### src/rtl/vga_spectrum_plotter.sv
// vga_spectrum_plotter
// ---------------------------------------------------------------------------
// Draws a bar-graph spectrum onto a 160x120, 6-bit-colour VGA pixel-plot port.
// FFT bin magnitudes are written into a pending bank at any time. Each frame
// starts by copying pending into an active bank. The frame then rasters every
// pixel, one per clock, and colours it from the active bank.
//
// Optional feature (define PEAK_HOLD_EN): per-bin decaying peak markers drawn
// in PEAK_COLOUR on top of the bars.
//
// Ports
//   clk, rst_n           clock, asynchronous active-low reset
//   bin_wr/bin_idx/bin_mag   write one magnitude into the pending bank
//   start                request one frame; only honoured while idle
//   busy                 high from the accepted start until the frame ends
//   done                 one-cycle pulse after the last pixel
//   plot                 pixel strobe; plot_x/plot_y/plot_colour are valid
//                        whenever plot=1 and hold otherwise
//   dbg_state            current FSM state (IDLE=0, SWAP=1, SCAN=2, DONE=3)
//
// Handshake: start is a request sampled only in IDLE. busy=1 means a request
// would be dropped. plot is a valid-only strobe, because the adapter has no
// back-pressure.
// ---------------------------------------------------------------------------
module vga_spectrum_plotter #(
    parameter int          NUM_BINS    = 32,
    parameter int          BAR_W       = 5,
    parameter int          MAG_W       = 8,
    parameter logic [5:0]  BAR_COLOUR  = 6'b001100,
    parameter logic [5:0]  BG_COLOUR   = 6'b000000,
    parameter logic [5:0]  PEAK_COLOUR = 6'b110000
) (
    input  logic                        clk,
    input  logic                        rst_n,
    input  logic                        bin_wr,
    input  logic [$clog2(NUM_BINS)-1:0] bin_idx,
    input  logic [MAG_W-1:0]            bin_mag,
    input  logic                        start,
    output logic                        busy,
    output logic                        done,
    output logic                        plot,
    output logic [7:0]                  plot_x,
    output logic [6:0]                  plot_y,
    output logic [5:0]                  plot_colour,
    output logic [1:0]                  dbg_state
);

    localparam int         IDX_W      = $clog2(NUM_BINS);
    localparam logic [7:0] X_LAST     = 8'd159;
    localparam logic [6:0] Y_LAST     = 7'd119;
    localparam logic [7:0] PLOT_END_X = 8'(NUM_BINS * BAR_W);
    localparam logic [7:0] SUB_LAST   = 8'(BAR_W - 1);

    typedef enum logic [1:0] {
        S_IDLE = 2'd0,
        S_SWAP = 2'd1,
        S_SCAN = 2'd2,
        S_DONE = 2'd3
    } state_t;

    state_t           state_q, state_d;
    logic [MAG_W-1:0] pending_q [NUM_BINS];
    logic [MAG_W-1:0] pending_d [NUM_BINS];
    logic [MAG_W-1:0] active_q  [NUM_BINS];
    logic [MAG_W-1:0] active_d  [NUM_BINS];

    // Raster counters hold the coordinate of the next pixel to emit.
    // bin/sub replace an x / BAR_W divide.
    logic [7:0] cnt_x_q, cnt_x_d;
    logic [6:0] cnt_y_q, cnt_y_d;
    logic [7:0] bin_q, bin_d;
    logic [7:0] sub_q, sub_d;

    logic       plot_q, plot_d;
    logic       busy_q, busy_d;
    logic       done_q, done_d;
    logic [7:0] x_q, x_d;
    logic [6:0] y_q, y_d;
    logic [5:0] colour_q, colour_d;

    logic             wr_ok;
    logic [IDX_W-1:0] bin_sel;
    logic [MAG_W-1:0] mag_src;
    logic [6:0]       h_src;
    logic             in_range;
    logic             bar_hit;
    logic             peak_hit;
    logic [5:0]       pix_colour;
    logic             emit;

    // Height in rows: magnitudes of 120 or more fill the whole column.
    function automatic logic [6:0] clip_h(input logic [MAG_W-1:0] mag);
        logic [31:0] m;
        m = 32'(mag);
        return (m >= 32'd120) ? 7'd120 : m[6:0];
    endfunction

    assign wr_ok   = bin_wr && (32'(bin_idx) < 32'(NUM_BINS));
    assign bin_sel = bin_q[IDX_W-1:0];

`ifdef PEAK_HOLD_EN
    logic [6:0] peak_q [NUM_BINS];
    logic [6:0] peak_d [NUM_BINS];
    logic [6:0] peak_src;

    // The peak decays by one row per frame unless the new height is taller.
    always_comb begin
        peak_d = peak_q;
        if (state_q == S_SWAP) begin
            for (int i = 0; i < NUM_BINS; i++) begin
                logic [6:0] hn;
                logic [6:0] dec;
                hn  = clip_h(pending_q[i]);
                dec = (peak_q[i] == 7'd0) ? 7'd0 : peak_q[i] - 7'd1;
                peak_d[i] = (hn > dec) ? hn : dec;
            end
        end
    end

    always_ff @(posedge clk or negedge rst_n) begin
        if (!rst_n) begin
            for (int i = 0; i < NUM_BINS; i++) peak_q[i] <= '0;
        end else begin
            peak_q <= peak_d;
        end
    end

    // Pixel (0,0) is coloured in the SWAP cycle, so it uses the values being loaded.
    assign peak_src = (state_q == S_SWAP) ? peak_d[bin_sel] : peak_q[bin_sel];
    assign peak_hit = in_range && (peak_src != 7'd0) && (cnt_y_q == 7'd120 - peak_src);
`else
    assign peak_hit = 1'b0;
`endif

    // Pixel (0,0) is coloured in the SWAP cycle, so it reads the pending bank
    // that active is about to be loaded from.
    assign mag_src  = (state_q == S_SWAP) ? pending_q[bin_sel] : active_q[bin_sel];
    assign h_src    = clip_h(mag_src);
    assign in_range = cnt_x_q < PLOT_END_X;
    assign bar_hit  = in_range && (h_src != 7'd0) && (cnt_y_q >= 7'd120 - h_src);

    always_comb begin
        pix_colour = BG_COLOUR;
        if (peak_hit)     pix_colour = PEAK_COLOUR;
        else if (bar_hit) pix_colour = BAR_COLOUR;
    end

    always_comb begin
        state_d  = state_q;
        pending_d = pending_q;
        active_d = active_q;
        cnt_x_d  = cnt_x_q;
        cnt_y_d  = cnt_y_q;
        bin_d    = bin_q;
        sub_d    = sub_q;
        plot_d   = 1'b0;
        busy_d   = busy_q;
        done_d   = 1'b0;
        x_d      = x_q;
        y_d      = y_q;
        colour_d = colour_q;
        emit     = 1'b0;

        // Bin writes are accepted in every state. A write in the SWAP cycle
        // lands only in pending, because active copies the pre-edge pending.
        if (wr_ok) pending_d[bin_idx] = bin_mag;

        case (state_q)
            S_IDLE: begin
                busy_d  = 1'b0;
                cnt_x_d = '0;
                cnt_y_d = '0;
                bin_d   = '0;
                sub_d   = '0;
                if (start) begin
                    state_d = S_SWAP;
                    busy_d  = 1'b1;
                end
            end
            S_SWAP: begin
                active_d = pending_q;
                emit     = 1'b1;
                state_d  = S_SCAN;
            end
            S_SCAN: begin
                if (x_q == X_LAST && y_q == Y_LAST) begin
                    state_d = S_DONE;
                    done_d  = 1'b1;
                end else begin
                    emit = 1'b1;
                end
            end
            S_DONE: begin
                state_d = S_IDLE;
                busy_d  = 1'b0;
            end
            default: state_d = S_IDLE;
        endcase

        if (emit) begin
            plot_d   = 1'b1;
            x_d      = cnt_x_q;
            y_d      = cnt_y_q;
            colour_d = pix_colour;
            if (cnt_x_q == X_LAST) begin
                cnt_x_d = '0;
                cnt_y_d = cnt_y_q + 7'd1;
                bin_d   = '0;
                sub_d   = '0;
            end else begin
                cnt_x_d = cnt_x_q + 8'd1;
                if (sub_q == SUB_LAST) begin
                    sub_d = '0;
                    bin_d = bin_q + 8'd1;
                end else begin
                    sub_d = sub_q + 8'd1;
                end
            end
        end
    end

    always_ff @(posedge clk or negedge rst_n) begin
        if (!rst_n) begin
            state_q  <= S_IDLE;
            for (int i = 0; i < NUM_BINS; i++) begin
                pending_q[i] <= '0;
                active_q[i]  <= '0;
            end
            cnt_x_q  <= '0;
            cnt_y_q  <= '0;
            bin_q    <= '0;
            sub_q    <= '0;
            plot_q   <= 1'b0;
            busy_q   <= 1'b0;
            done_q   <= 1'b0;
            x_q      <= '0;
            y_q      <= '0;
            colour_q <= '0;
        end else begin
            state_q   <= state_d;
            pending_q <= pending_d;
            active_q  <= active_d;
            cnt_x_q   <= cnt_x_d;
            cnt_y_q   <= cnt_y_d;
            bin_q     <= bin_d;
            sub_q     <= sub_d;
            plot_q    <= plot_d;
            busy_q    <= busy_d;
            done_q    <= done_d;
            x_q       <= x_d;
            y_q       <= y_d;
            colour_q  <= colour_d;
        end
    end

    assign busy        = busy_q;
    assign done        = done_q;
    assign plot        = plot_q;
    assign plot_x      = x_q;
    assign plot_y      = y_q;
    assign plot_colour = colour_q;
    assign dbg_state   = state_q;

endmodule
### config.mk
export PLATFORM = sky130hd
export DESIGN_NAME = vga_spectrum_plotter
export DESIGN_NICKNAME = d
export VERILOG_FILES = /design/src/rtl/vga_spectrum_plotter.sv
export SDC_FILE = /design/constraint.sdc
export NUM_CORES = 1
export LEC_CHECK = 0
export BUFFER_PORTS_ARGS = -buffer_cell sky130_fd_sc_hd__buf_2
export CAP_MARGIN = 20
export CORE_ASPECT_RATIO = 0.7
export CORE_UTILIZATION = 45
export CTS_CLUSTER_DIAMETER = 60
export DETAILED_ROUTE_END_ITERATION = 10
export SETUP_SLACK_MARGIN = 0.05
export SLEW_MARGIN = 20
export SYNTH_ARGS = -nofsm -noshare
export SYNTH_HDL_FRONTEND = slang
export SYNTH_SLANG_ARGS = --single-unit
### constraint.sdc
create_clock -name clk -period 7.7 [get_ports clk]
set_input_delay 0.385 -clock clk [delete_from_list [all_inputs] [get_ports clk]]
set_output_delay 0.385 -clock clk [all_outputs]
set_load 0.01 [all_outputs]
==> impl_metrics.toml <==
[placed_design]
dp_hpwl_mm = 44.0
post-place-ws_ps = 2080
io_buffers = 38
gp_routability_congestion = 0.893

[hold_path]
hp-start = "start"
holdCritPathClass = "in -> reg"
min_delay_path_depth = 3
hold_end = "busy"

[setup_path]
critPathCaptureType = "flip-flop"
cp.arrival_ps = 6100
r2r_end = "plot_colour[2]"
r2r_start = "bin_q[1]"
r2r_slack_ps = 2070
rr_worst_depth = 19
worstPathMaxFanout = 60
start_kind = "flip-flop"
cp.required_ps = 8170
critical_path_class = "reg -> reg"

[cts]
clk_pin_slew_ps = 60
cts_tree = "yes"
postCtsSetupBuffers = 0
cts_buffer_depth = 3
htreeDepth = 2
cts-buffers-inserted = 55
root_buffer = "clkbuf_16"
cts.sinks = 561
worstSkewPairLatency_ps = 610

[timing]
hold_violations = 0
finalSetupViolCount = 0
finClkSkew_ps = 30.7
slew_violations = 0
min_period_over_period = 0.731
max_freq_ghz = 0.178
slew_headroom = 0.274
timing.final.crit_period_ps = 5630
fin_setup_tns_ps = 0
tightestPinTransition_ps = 1080
rsz0062_at_grt = "false"
worst_slack_ps = 2070

[power]
power_frac_seq = 0.508
clockPowerShare = 0.408
p_switching_w = 0.00162
internal-power_w = 0.00509
leakage_nw = 13.5
max-vdd-ir-drop_v = 0.000137
powerDensity_nw_per_um2 = 234
comb_power_share = 0.084
swShare = 0.242

[global_routing]
first_global_vias = 15800
gr-total-overflow = 0
grt_antenna_before_repair = 3
grt_use_total = 0.237
grt_max_degree = 161
grt_pass1_wl_mm = 104

[finish]
fin_nets = 1847
nFillCells = 4825
drive_above_1_share = 0.428
syn_to_final_growth_pct = 10.1

[logic_synthesis]
async_flop_share = 1.00
netlist_instances = 1812
ys_seq_area_frac = 0.538
syn-cell-area_um2 = 26100
ys.flop_type = "dfrtp_1"
synth.distinct_cells = 71
avgSynthCellArea_um2 = 14.4
synth-edff-count = 0
ys_ff_latch = 561
yosysWarnings = 0

[drt]
drt_iter0_markers = 1178
drc = 0
num_vias = 15500
wl_mm = 67.5
via_per_inst = 5.94
wl_met3_mm = 4.89
drtAntennaViolNets = 0
highest_layer = "met5"
wl_met1_mm = 32.5
post_drt_wl_per_cell_um = 25.9
first_pass_iters = 5
wl_met2_mm = 28.7

[die]
die_area_um2 = 58900
die_h_um = 203
coreArea_um2 = 57000
io_pins = 43
start_util = 0.457
die_x_um = 290
num_rows = 73

[flow_run]
drv_cap = 0

[outcome]
status = "finished, final reports clean"
## cell type report
type	count	area (um2)	area share
Sequential cell	561	14000	0.489
Multi-Input combinational cell	1119	11400	0.397
Clock buffer	80	1630	0.0569
Tap cell	750	938	0.0327
Timing Repair Buffer	62	445	0.0155
Clock inverter	20	194	0.00676
Inverter	14	52.6	0.00183
Antenna cell	1	2.50	0.0000872
## how the worst max path moves through the flow
stage | from | slack [ps] | to
3_5_place_dp | bin_q[0] | 2080 | plot_colour[2]
5_1_grt | bin_q[1] | 1740 | plot_colour[2]
4_1_cts | bin_q[0] | 2070 | plot_colour[2]
6_report | bin_q[1] | 2070 | plot_colour[2]
2_1_floorplan | bin_q[0] | 3510 | plot_colour[2]
3_3_place_gp | bin_q[0] | 2120 | plot_colour[2]
## worst max-delay path: stages (launching register included)
cell	delay (ps)
dfrtp_4	1100
buf_4	530
nand3_1	440
o221ai_1	310
a21oi_1	70
a221o_1	370
o22ai_2	300
a31oi_4	160
and2_4	200
inv_1	50
ha_1	200
inv_1	80
or2_1	250
nor2b_1	140
o311a_1	300
ha_1	280
a21o_1	160
a211oi_1	230
nor4b_1	80
a22o_1	220
## state kept, by name, summed over array words and instances (netlist names), 2 cells and up
register   cells
active_q     256
dbg_state      2
plot_x         8
cnt_y_q        7
cnt_x_q        8
sub_q          8
pending_q    256
plot_y         7
bin_q          5
## power groups by stage
stage	logic [W]	registers (W)	clock network, W
floorplan	0.000386	0.00338	0
global placement	0.000552	0.00345	0
detailed placement	0.000566	0.00346	0
CTS	0.000567	0.00340	0.00281
global route	0.000610	0.00345	0.00293
finish	0.000563	0.00341	0.00274
## per-layer routing
layer | global-route usage | vias up
met4 | 0.0559 | 2
met1 | 0.365 | 8278
met5 | 0 | -
met3 | 0.0614 | 81
li1 | - | 6722
met2 | 0.332 | 402
## Yosys cell counts (5+ instances only)
library cell  count  area share
nand3b_1          8      0.0023
clkbuf_1         78       0.011
nand2b_1          7      0.0017
nor3_1            9      0.0017
inv_1            12      0.0017
o31ai_1           6      0.0017
a21o_1            7      0.0020
nor2_1           49      0.0071
a21oi_1          23      0.0044
and3_1           10      0.0024
nand2_1          96       0.014
buf_4            13      0.0037
o21ai_0          47      0.0090
o22ai_1          12      0.0029
mux2_2          526        0.23
ha_1             17      0.0082
o221ai_1          8      0.0027
a221o_1           5      0.0019
a22oi_1          15      0.0043
buf_2            15      0.0029
a221oi_1          5      0.0017
nand3_1          19      0.0036
buf_6             8      0.0035
dfrtp_1         561        0.54
nor3b_1           6      0.0017
nand4b_1          6      0.0020
mux2i_1          66       0.025
nor2b_1           9      0.0022
mux4_2           95       0.082
## logic make-up (layout without fill, tap and decap cells)
kind of cell / count (synthesis) / after routing / share of synthesized area
mux: 689 / 689 / 0.337
flops: 561 / 561 / 0.538
simple gates: 242 / 242 / 0.0448
compound gates: 163 / 163 / 0.0446
buf+inv: 135 / 176 / 0.0258
fa+ha+maj: 17 / 17 / 0.00816
xor+xnor: 4 / 4 / 0.00134
other cells: 1 / 5 / 0.000144
## repair_timing
| item | in CTS | in global routing |
|---|---|---|
| endpoints found under the hold margin | 115 | 0 |
| resized for setup | 0 | 0 |
| hold buffers | 1 | 0 |
## layout by cell type (no fill, tap or decap), types with 6 or more instances in the layout
cell type / instances
clkbuf_1: 11
a22oi_1: 15
nor3b_1: 6
inv_1: 12
dfrtp_1: 559
nand3_1: 19
a21oi_1: 23
o22ai_1: 12
o21ai_0: 47
nor3_1: 9
mux4_2: 95
nand2b_1: 7
a21o_1: 7
clkinv_2: 12
nor2_1: 45
o221ai_1: 8
mux2_2: 526
and3_1: 10
nand2_1: 96
clkbuf_16: 57
nand3b_1: 8
nand4b_1: 6
buf_4: 18
nor2b_1: 8
mux2i_1: 66
ha_1: 16
clkbuf_8: 12
buf_2: 37
o31ai_1: 6
## stage by stage
step	utilization	instance area, um2	std cells	total power [W]	hold WS, ps
final	0.504	28700	2607	0.00672	83.8
after global routing	0.504	28700	2606	0.00698	93.9
after CTS	0.503	28700	2606	0.00678	56.3
after detailed placement	0.471	26900	2505	0.00402	479
after global placement	0.471	26900	2505	0.00400	472
after floorplan	-	26100	1815	0.00377	89.4
Note: power is estimated with default switching activity, not from simulation.
